`config.mk`:
```
export PLATFORM = sky130hd
export DESIGN_NAME = i2c_bus_conditioner
export DESIGN_NICKNAME = d
export VERILOG_FILES = /design/src/rtl/i2c_bus_conditioner.sv
export SDC_FILE = /design/constraint.sdc
export NUM_CORES = 1
export LEC_CHECK = 0
export CORE_ASPECT_RATIO = 0.6
export CORE_MARGIN = 1
export CORE_UTILIZATION = 47
export DETAILED_ROUTE_END_ITERATION = 10
export MAX_ROUTING_LAYER = met4
export PLACE_DENSITY_LB_ADDON = 0.1
export SETUP_SLACK_MARGIN = 0.3
export SKIP_CTS_REPAIR_TIMING = 1
export SLEW_MARGIN = 20
export SYNTH_ARGS = -nofsm -noshare
export SYNTH_HDL_FRONTEND = slang
export SYNTH_SLANG_ARGS = --single-unit
```
`constraint.sdc`:
```
create_clock -name clk -period 2.92 [get_ports clk]
set_input_delay 0.584 -clock clk [delete_from_list [all_inputs] [get_ports clk]]
set_output_delay 0.584 -clock clk [all_outputs]
set_load 0.01 [all_outputs]
```
`src/rtl/i2c_bus_conditioner.sv`:
```
// Multi-channel I2C pad conditioner: input sync/glitch filter, registered open-drain
// drive, START/STOP detection, bus_busy tracking, arbitration-loss and SCL stuck-low detection.

module i2c_line_filter #(
    parameter int SYNC_STAGES = 2,
    parameter int FILT_LEN    = 4
) (
    input  logic clk,
    input  logic reset,
    input  logic pad,
    output logic filt
);
    localparam int CNT_W = $clog2(FILT_LEN + 1);
    localparam logic [CNT_W-1:0] CNT_LAST = CNT_W'(FILT_LEN - 1);

    logic [SYNC_STAGES-1:0] sync;
    logic [CNT_W-1:0]       cnt;

    // The toggle happens on the cycle the run of differing samples reaches FILT_LEN,
    // so pad-to-filt latency is SYNC_STAGES + FILT_LEN.
    always_ff @(posedge clk) begin
        if (reset) begin
            sync <= '1;
            cnt  <= '0;
            filt <= 1'b1;
        end else begin
            sync <= {sync[SYNC_STAGES-2:0], pad};
            if (sync[SYNC_STAGES-1] == filt) begin
                cnt <= '0;
            end else if (cnt == CNT_LAST) begin
                filt <= ~filt;
                cnt  <= '0;
            end else begin
                cnt <= cnt + CNT_W'(1);
            end
        end
    end
endmodule

module i2c_bus_conditioner #(
    parameter int N_CH        = 1,
    parameter int SYNC_STAGES = 2,
    parameter int FILT_LEN    = 4,
    parameter int IDLE_CYC    = 0,
    parameter int STUCK_CYC   = 1000
) (
    input  logic            clk,
    input  logic            reset,
    input  logic [N_CH-1:0] scl_pad_i,
    input  logic [N_CH-1:0] sda_pad_i,
    input  logic [N_CH-1:0] scl_core_o,
    input  logic [N_CH-1:0] sda_core_o,
    input  logic [N_CH-1:0] arb_en,
    output logic [N_CH-1:0] scl_pad_o,
    output logic [N_CH-1:0] sda_pad_o,
    output logic [N_CH-1:0] scl_f,
    output logic [N_CH-1:0] sda_f,
    output logic [N_CH-1:0] start_det,
    output logic [N_CH-1:0] stop_det,
    output logic [N_CH-1:0] bus_busy,
    output logic [N_CH-1:0] arb_lost,
    output logic [N_CH-1:0] scl_stuck
);
    localparam int IDLE_W  = (IDLE_CYC > 0) ? $clog2(IDLE_CYC + 1) : 1;
    localparam int STUCK_W = $clog2(STUCK_CYC + 1);
    localparam logic [STUCK_W-1:0] STUCK_MAX  = STUCK_W'(STUCK_CYC);
    localparam logic [STUCK_W-1:0] STUCK_LAST = STUCK_W'(STUCK_CYC - 1);

    for (genvar c = 0; c < N_CH; c++) begin : g_ch
        logic scl_fl, sda_fl, scl_q, sda_q;
        logic scl_drv, sda_drv;
        logic start_r, stop_r, busy_r, arb_r, stuck_r;
        logic start_c, stop_c, scl_rise, idle_clr;
        logic [STUCK_W-1:0] stuck_cnt;

        i2c_line_filter #(.SYNC_STAGES(SYNC_STAGES), .FILT_LEN(FILT_LEN)) u_scl_filt (
            .clk(clk), .reset(reset), .pad(scl_pad_i[c]), .filt(scl_fl)
        );
        i2c_line_filter #(.SYNC_STAGES(SYNC_STAGES), .FILT_LEN(FILT_LEN)) u_sda_filt (
            .clk(clk), .reset(reset), .pad(sda_pad_i[c]), .filt(sda_fl)
        );

        // Requiring SCL high both before and after keeps a simultaneous SCL/SDA edge silent.
        assign start_c  = sda_q & ~sda_fl & scl_q & scl_fl;
        assign stop_c   = ~sda_q & sda_fl & scl_q & scl_fl;
        assign scl_rise = ~scl_q & scl_fl;

        if (IDLE_CYC > 0) begin : g_idle
            localparam logic [IDLE_W-1:0] IDLE_MAX  = IDLE_W'(IDLE_CYC);
            localparam logic [IDLE_W-1:0] IDLE_LAST = IDLE_W'(IDLE_CYC - 1);
            logic [IDLE_W-1:0] idle_cnt;

            always_ff @(posedge clk) begin
                if (reset) begin
                    idle_cnt <= '0;
                end else if (!(scl_fl && sda_fl)) begin
                    idle_cnt <= '0;
                end else if (idle_cnt != IDLE_MAX) begin
                    idle_cnt <= idle_cnt + IDLE_W'(1);
                end
            end
            assign idle_clr = scl_fl & sda_fl & (idle_cnt == IDLE_LAST);
        end else begin : g_no_idle
            assign idle_clr = 1'b0;
        end

        always_ff @(posedge clk) begin
            if (reset) begin
                scl_drv   <= 1'b1;
                sda_drv   <= 1'b1;
                scl_q     <= 1'b1;
                sda_q     <= 1'b1;
                start_r   <= 1'b0;
                stop_r    <= 1'b0;
                busy_r    <= 1'b0;
                arb_r     <= 1'b0;
                stuck_r   <= 1'b0;
                stuck_cnt <= '0;
            end else begin
                scl_drv <= scl_core_o[c];
                sda_drv <= sda_core_o[c];
                scl_q   <= scl_fl;
                sda_q   <= sda_fl;
                start_r <= start_c;
                stop_r  <= stop_c;
                // Released drive with a low bus on an SCL rise means someone else won.
                arb_r   <= arb_en[c] & sda_drv & ~sda_fl & scl_rise;
                if (start_c) begin
                    busy_r <= 1'b1;
                end else if (stop_c || idle_clr) begin
                    busy_r <= 1'b0;
                end
                if (scl_fl) begin
                    stuck_cnt <= '0;
                    stuck_r   <= 1'b0;
                end else if (stuck_cnt != STUCK_MAX) begin
                    stuck_cnt <= stuck_cnt + STUCK_W'(1);
                    if (stuck_cnt == STUCK_LAST) begin
                        stuck_r <= 1'b1;
                    end
                end
            end
        end

        assign scl_pad_o[c] = scl_drv;
        assign sda_pad_o[c] = sda_drv;
        assign scl_f[c]     = scl_fl;
        assign sda_f[c]     = sda_fl;
        assign start_det[c] = start_r;
        assign stop_det[c]  = stop_r;
        assign bus_busy[c]  = busy_r;
        assign arb_lost[c]  = arb_r;
        assign scl_stuck[c] = stuck_r;
    end
endmodule

```
Word level (Yosys, flattened, before mapping)
Cells that the tools add are included.
{ "classes": {"add_sub_neg": 3, "mux": 2, "n_reduce_logical": 7, "bitwise": 16, "eq_ne": 6} }
{ "op_table": {"columns": ["cell", "n"], "rows": [
  ["10-bit by 1-bit adder with 10-bit output (second input constant)", 1],
  ["1-bit AND", 10],
  ["10-bit == test (second input constant)", 1],
  ["10-bit != test (second input constant)", 1],
  ["3-bit by 1-bit adder with 3-bit output (second input constant)", 2],
  ["3-bit by 2-bit == test with 1-bit output (second input constant)", 2],
  ["1-bit inverter", 6],
  ["2-bit AND reduction", 3],
  ["3-bit OR reduction", 2],
  ["1-bit == test", 2],
  ["1-bit two-way mux", 2],
  ["2-bit nonzero test", 1],
  ["2-bit OR reduction", 1]
]} }
{ "word_totals": {"ff_bits": 31, "elab_cells": 50, "output_inout_bits": 9} }

Logic depth before layout (Yosys ltp)
{ "depth": {"ltp_word": 6, "mapped_depth": 5, "mapped_depth_nobuf": 5} }

Modules after synthesis
Synthesis repeated with hierarchy kept, for this count alone.
{ "unflattened": {"cells_unflattened": 116, "area_unflattened_um2": 1206.2} }
{ "by_module_without_submodules": {"columns": ["module", "cells_per_inst", "area_per_inst_um2", "n_inst"], "rows": [
  ["i2c_bus_conditioner", 82, 778.2, 1],
  ["i2c_line_filter", 17, 214.0, 2]
]} }

Worst setup path before layout
No wires, ideal clock.
{ "synth_timing": {"kind": "flip-flop to flip-flop", "start": "reg g_ch[0].stuck_cnt[4]", "end": "reg g_ch[0].stuck_r (netlist: scl_stuck)", "stages_incl_launch_ff": 4, "n_path_buf": 0, "slack_ns": 1.670, "t_arrival_ns": 1.180, "path_cell_list": "dfxtp_1 > or2b_1 > or4_1 > a21oi_1"} }
{ "synth_between": {"elab_chain_cells": 2, "word_cells_on_any_way": 3} }
{ "synth_rtl": {"columns": ["item", "line_no", "rtl"], "rows": [
  ["from (decl)", "74", "logic [STUCK_W-1:0] stuck_cnt;"],
  ["from (signal assigned)", "137", "stuck_cnt <= stuck_cnt + STUCK_W'(1);"],
  ["10-bit != test or 10-bit == test (tied branches)", "136, 138", null],
  ["2-bit AND reduction (no source line) *", null, null],
  ["to (signal assigned)", "117", "stuck_r <= 1'b0;"],
  ["to (signal assigned)", "135", "stuck_r <= 1'b0;"],
  ["to (signal assigned)", "139", "stuck_r <= 1'b1;"],
  ["to (decl)", "72", "logic start_r, stop_r, busy_r, arb_r, stuck_r;"]
]} }
Mark *: on every way between the ends. The rest lies on a longest branch, timed or not.
A chain may end at the register's enable or synchronous reset.

Worst setup path after layout
{ "layout_timing": {"start": "reg g_ch[0].u_scl_filt.filt", "end": "out scl_f"} }
{ "layout_rtl": {"columns": ["item", "line_no", "rtl"], "rows": [
  ["from (decl)", "11", "output logic filt"],
  ["from (signal assigned)", "31", "filt <= ~filt;"],
  ["to (decl)", "56", "output logic [N_CH-1:0] scl_f,"]
]} }
No word-level cell between the ends.

==> reports/qor.yml <==
run_status:
  status: "finished clean"
timing:
  final_hold_viol_count: 0
  fin_skew_ps: 3.51
  layout_min_cycle_time_ps: 1930
  finalSetupViolations: 0
  rsz0062_at_grt: "no"
  timing.hold.ws_ps: 413
  fin_ws_ps: 988
  setup_tns_ps: 0
  relSlewSlack_pct: 73.4
  fin_crit_sh_pct: 66.2
  worstMarginPinSlew_ps: 397
  max_freq_mhz: 518
  slew_violations: 0
clocking:
  htree_num_levels: 2
  cts.sinks: 31
  insertion_delay_ps: 270
  clock_path_buffers: 2
  cts_buffers: 5
  cts_tree: "yes"
  clk_pin_slew_worst_paths_ps: 60
  cts_root_buf: "clkbuf_8"
floorplan:
  fp.dieW_um: 67.5
  die_area_um2: 2790
  die_h_um: 41.3
  core-area_um2: 2290
  io_pins: 16
  start_util_pct: 52.8
  rows: 13
placed_design:
  dp_slack_ps: 951
  io_buffer_count: 15
  gp_congestion: 0.752
  dp_hpwl_um: 1690
synth:
  ys_types: 32
  ys_warn_count: 0
  synth_ff_type: "dfxtp_1"
  synth-seq-area-share_pct: 51.2
  avgSynthCellArea_um2: 9.93
  syn-num-nets: 135
  ys_ff_latch: 31
  synth_edf_count: 0
  syn_inst: 122
  synthArstFlopShare_pct: 0
  synthesis.area_um2: 1210
min_path:
  holdCritPathClass: "register to register"
  min_from: "g_ch[0].u_scl_filt.sync[0]"
  hold_depth: 1
  hold-path-endpoint: "g_ch[0].u_scl_filt.sync[1]"
final_layout:
  seqCellArea_um2: 621
  multi_input_area_um2: 557
  fin_nets: 155
  area_growth_pct: 21.6
  fillCellCount: 184
  diodes: 0
  drive_gt1_share_pct: 11.9
grt:
  grt_pass1_vias: 739
  grt_usage_pct: 19.2
  grt_max_degree: 15
  grt_pass1_wl_um: 3420
  grt_overflow: 0
  antenna_found_initial: 0
critical_path:
  r2r-end: "g_ch[0].stuck_cnt[8]"
  endpoint_kind: "output pin"
  worst-path-buf-inv: 1
  crit_family: "buffers and inverters"
  cp-start-kind: "register"
  cp_num_cells: 1
  reg2reg_depth: 4
  ff2ff_setup_slack_ps: 1480
  crit_type: "register to output pin"
  rr_startpoint: "g_ch[0].stuck_cnt[1]"
  critPathArrivalTime_ps: 1350
  crit_path_cell_trace: "clkdlybuf4s50_1"
  cp.required_ps: 2340
  cpPeakStageDelay_ps: 600
  cp_max_fo: 8
  slowest_stage: "clkdlybuf4s50_1"
flow_run:
  cap_violations: 0
power_and_ir_drop:
  p_leak_uw: 0.000525
  power_density_nw_per_um2: 516
  peakVddDrop_mv: 0.409
drt:
  ant_nets: 0
  first_pass_iters: 4
  via_per_inst: 5.05
  drcViolationCount: 0
  wl_um: 2240
  vias: 874
  drtIter0Drc: 59
  wl_per_cell_um: 13.0
layout make-up:
type,count,area share (%)
timing repair buffer,15,10.2
inverter,7,1.78
clock inverter,1,0.340
multi-input combinational,82,37.8
sequential,31,42.1
tap,30,2.55
clock buffer,7,5.18
state kept, by name, summed over array words and instances, names as in the netlist:
signal	flops
g_ch.u_scl_filt.sync	2
scl_pad_o	1
g_ch.u_sda_filt.sync	2
scl_stuck	1
g_ch.stuck_cnt	10
g_ch.u_sda_filt.filt	1
g_ch.scl_q	1
g_ch.sda_q	1
g_ch.u_scl_filt.cnt	3
bus_busy	1
sda_pad_o	1
arb_lost	1
g_ch.u_sda_filt.cnt	3
start_det	1
stop_det	1
g_ch.u_scl_filt.filt	1
worst max path at each step:
stage	slack, ps	to	from
5_1_grt	920	scl_f	g_ch[0].u_scl_filt.filt
6_report	990	scl_f	g_ch[0].u_scl_filt.filt
2_1_floorplan	1670	scl_stuck	g_ch[0].stuck_cnt[4]
3_5_place_dp	950	g_ch[0].stuck_cnt[0]	reset
3_3_place_gp	1020	g_ch[0].stuck_cnt[0]	reset
4_1_cts	980	scl_f	g_ch[0].u_scl_filt.filt
per-layer routing:
layer,global-route usage [%],vias up,part of all wire (%)
li1,-,468,-
met1,24.6,388,53
met2,26.0,14,42
met3,8.42,4,4.0
met4,7.98,0,1.1
met5,-,-,0
per-stage QoR:
stage	cell area, um2	instances	utilization (%)	power [uW]
floorplan	1210	122	-	447
finish	1470	173	64.2	760
detailed placement	1390	165	60.7	460
CTS	1470	173	64.2	768
global route	1470	173	64.2	795
global placement	1390	165	60.7	459
cell usage in the layout (no fill, tap or decap):
| cell type | n |
|---|---|
| a211o_1 | 2 |
| a21oi_1 | 8 |
| a2bb2oi_1 | 1 |
| a31oi_1 | 2 |
| and2b_1 | 1 |
| and2b_2 | 1 |
| and3b_1 | 1 |
| and4_1 | 1 |
| clkbuf_1 | 2 |
| clkbuf_8 | 5 |
| clkdlybuf4s50_1 | 15 |
| clkinv_2 | 1 |
| dfxtp_1 | 31 |
| ha_1 | 6 |
| inv_1 | 7 |
| nand2_1 | 5 |
| nand3_1 | 3 |
| nand3_4 | 1 |
| nand3b_1 | 2 |
| nand4_1 | 1 |
| nand4_2 | 1 |
| nand4b_1 | 1 |
| nor2_1 | 11 |
| nor2b_1 | 2 |
| nor3_1 | 1 |
| nor3b_1 | 1 |
| nor4_1 | 1 |
| o21ai_0 | 2 |
| o31ai_1 | 5 |
| or2_2 | 8 |
| or2b_1 | 2 |
| or3_1 | 4 |
| or4_1 | 4 |
| xnor2_1 | 2 |
| xor2_1 | 2 |
kinds of logic after synthesis:
group	count (synthesis)	share of synthesized area, %
fa+ha+maj	6	6.20
simple gates	52	26.4
buf+inv	9	2.79
flops	31	51.2
xor+xnor	4	2.89
compound gates	20	10.4
cell usage after synthesis (all sizes together), types with 4 or more instances:
master / count / area, um2
a21oi: 8 / 40.0
dfxtp: 31 / 621
ha: 6 / 75.1
inv: 7 / 26.3
nand2: 5 / 18.8
nand3: 4 / 32.5
nor2: 11 / 41.3
o31ai: 5 / 37.5
or2: 8 / 50.1
or3: 4 / 25.0
or4: 4 / 30.0
power breakdown:
part           switching [uW]  internal, uW
Clock                     142           167
Combinational            6.85          13.4
Sequential               2.23           428
Note: power is estimated with default switching activity, not from simulation.
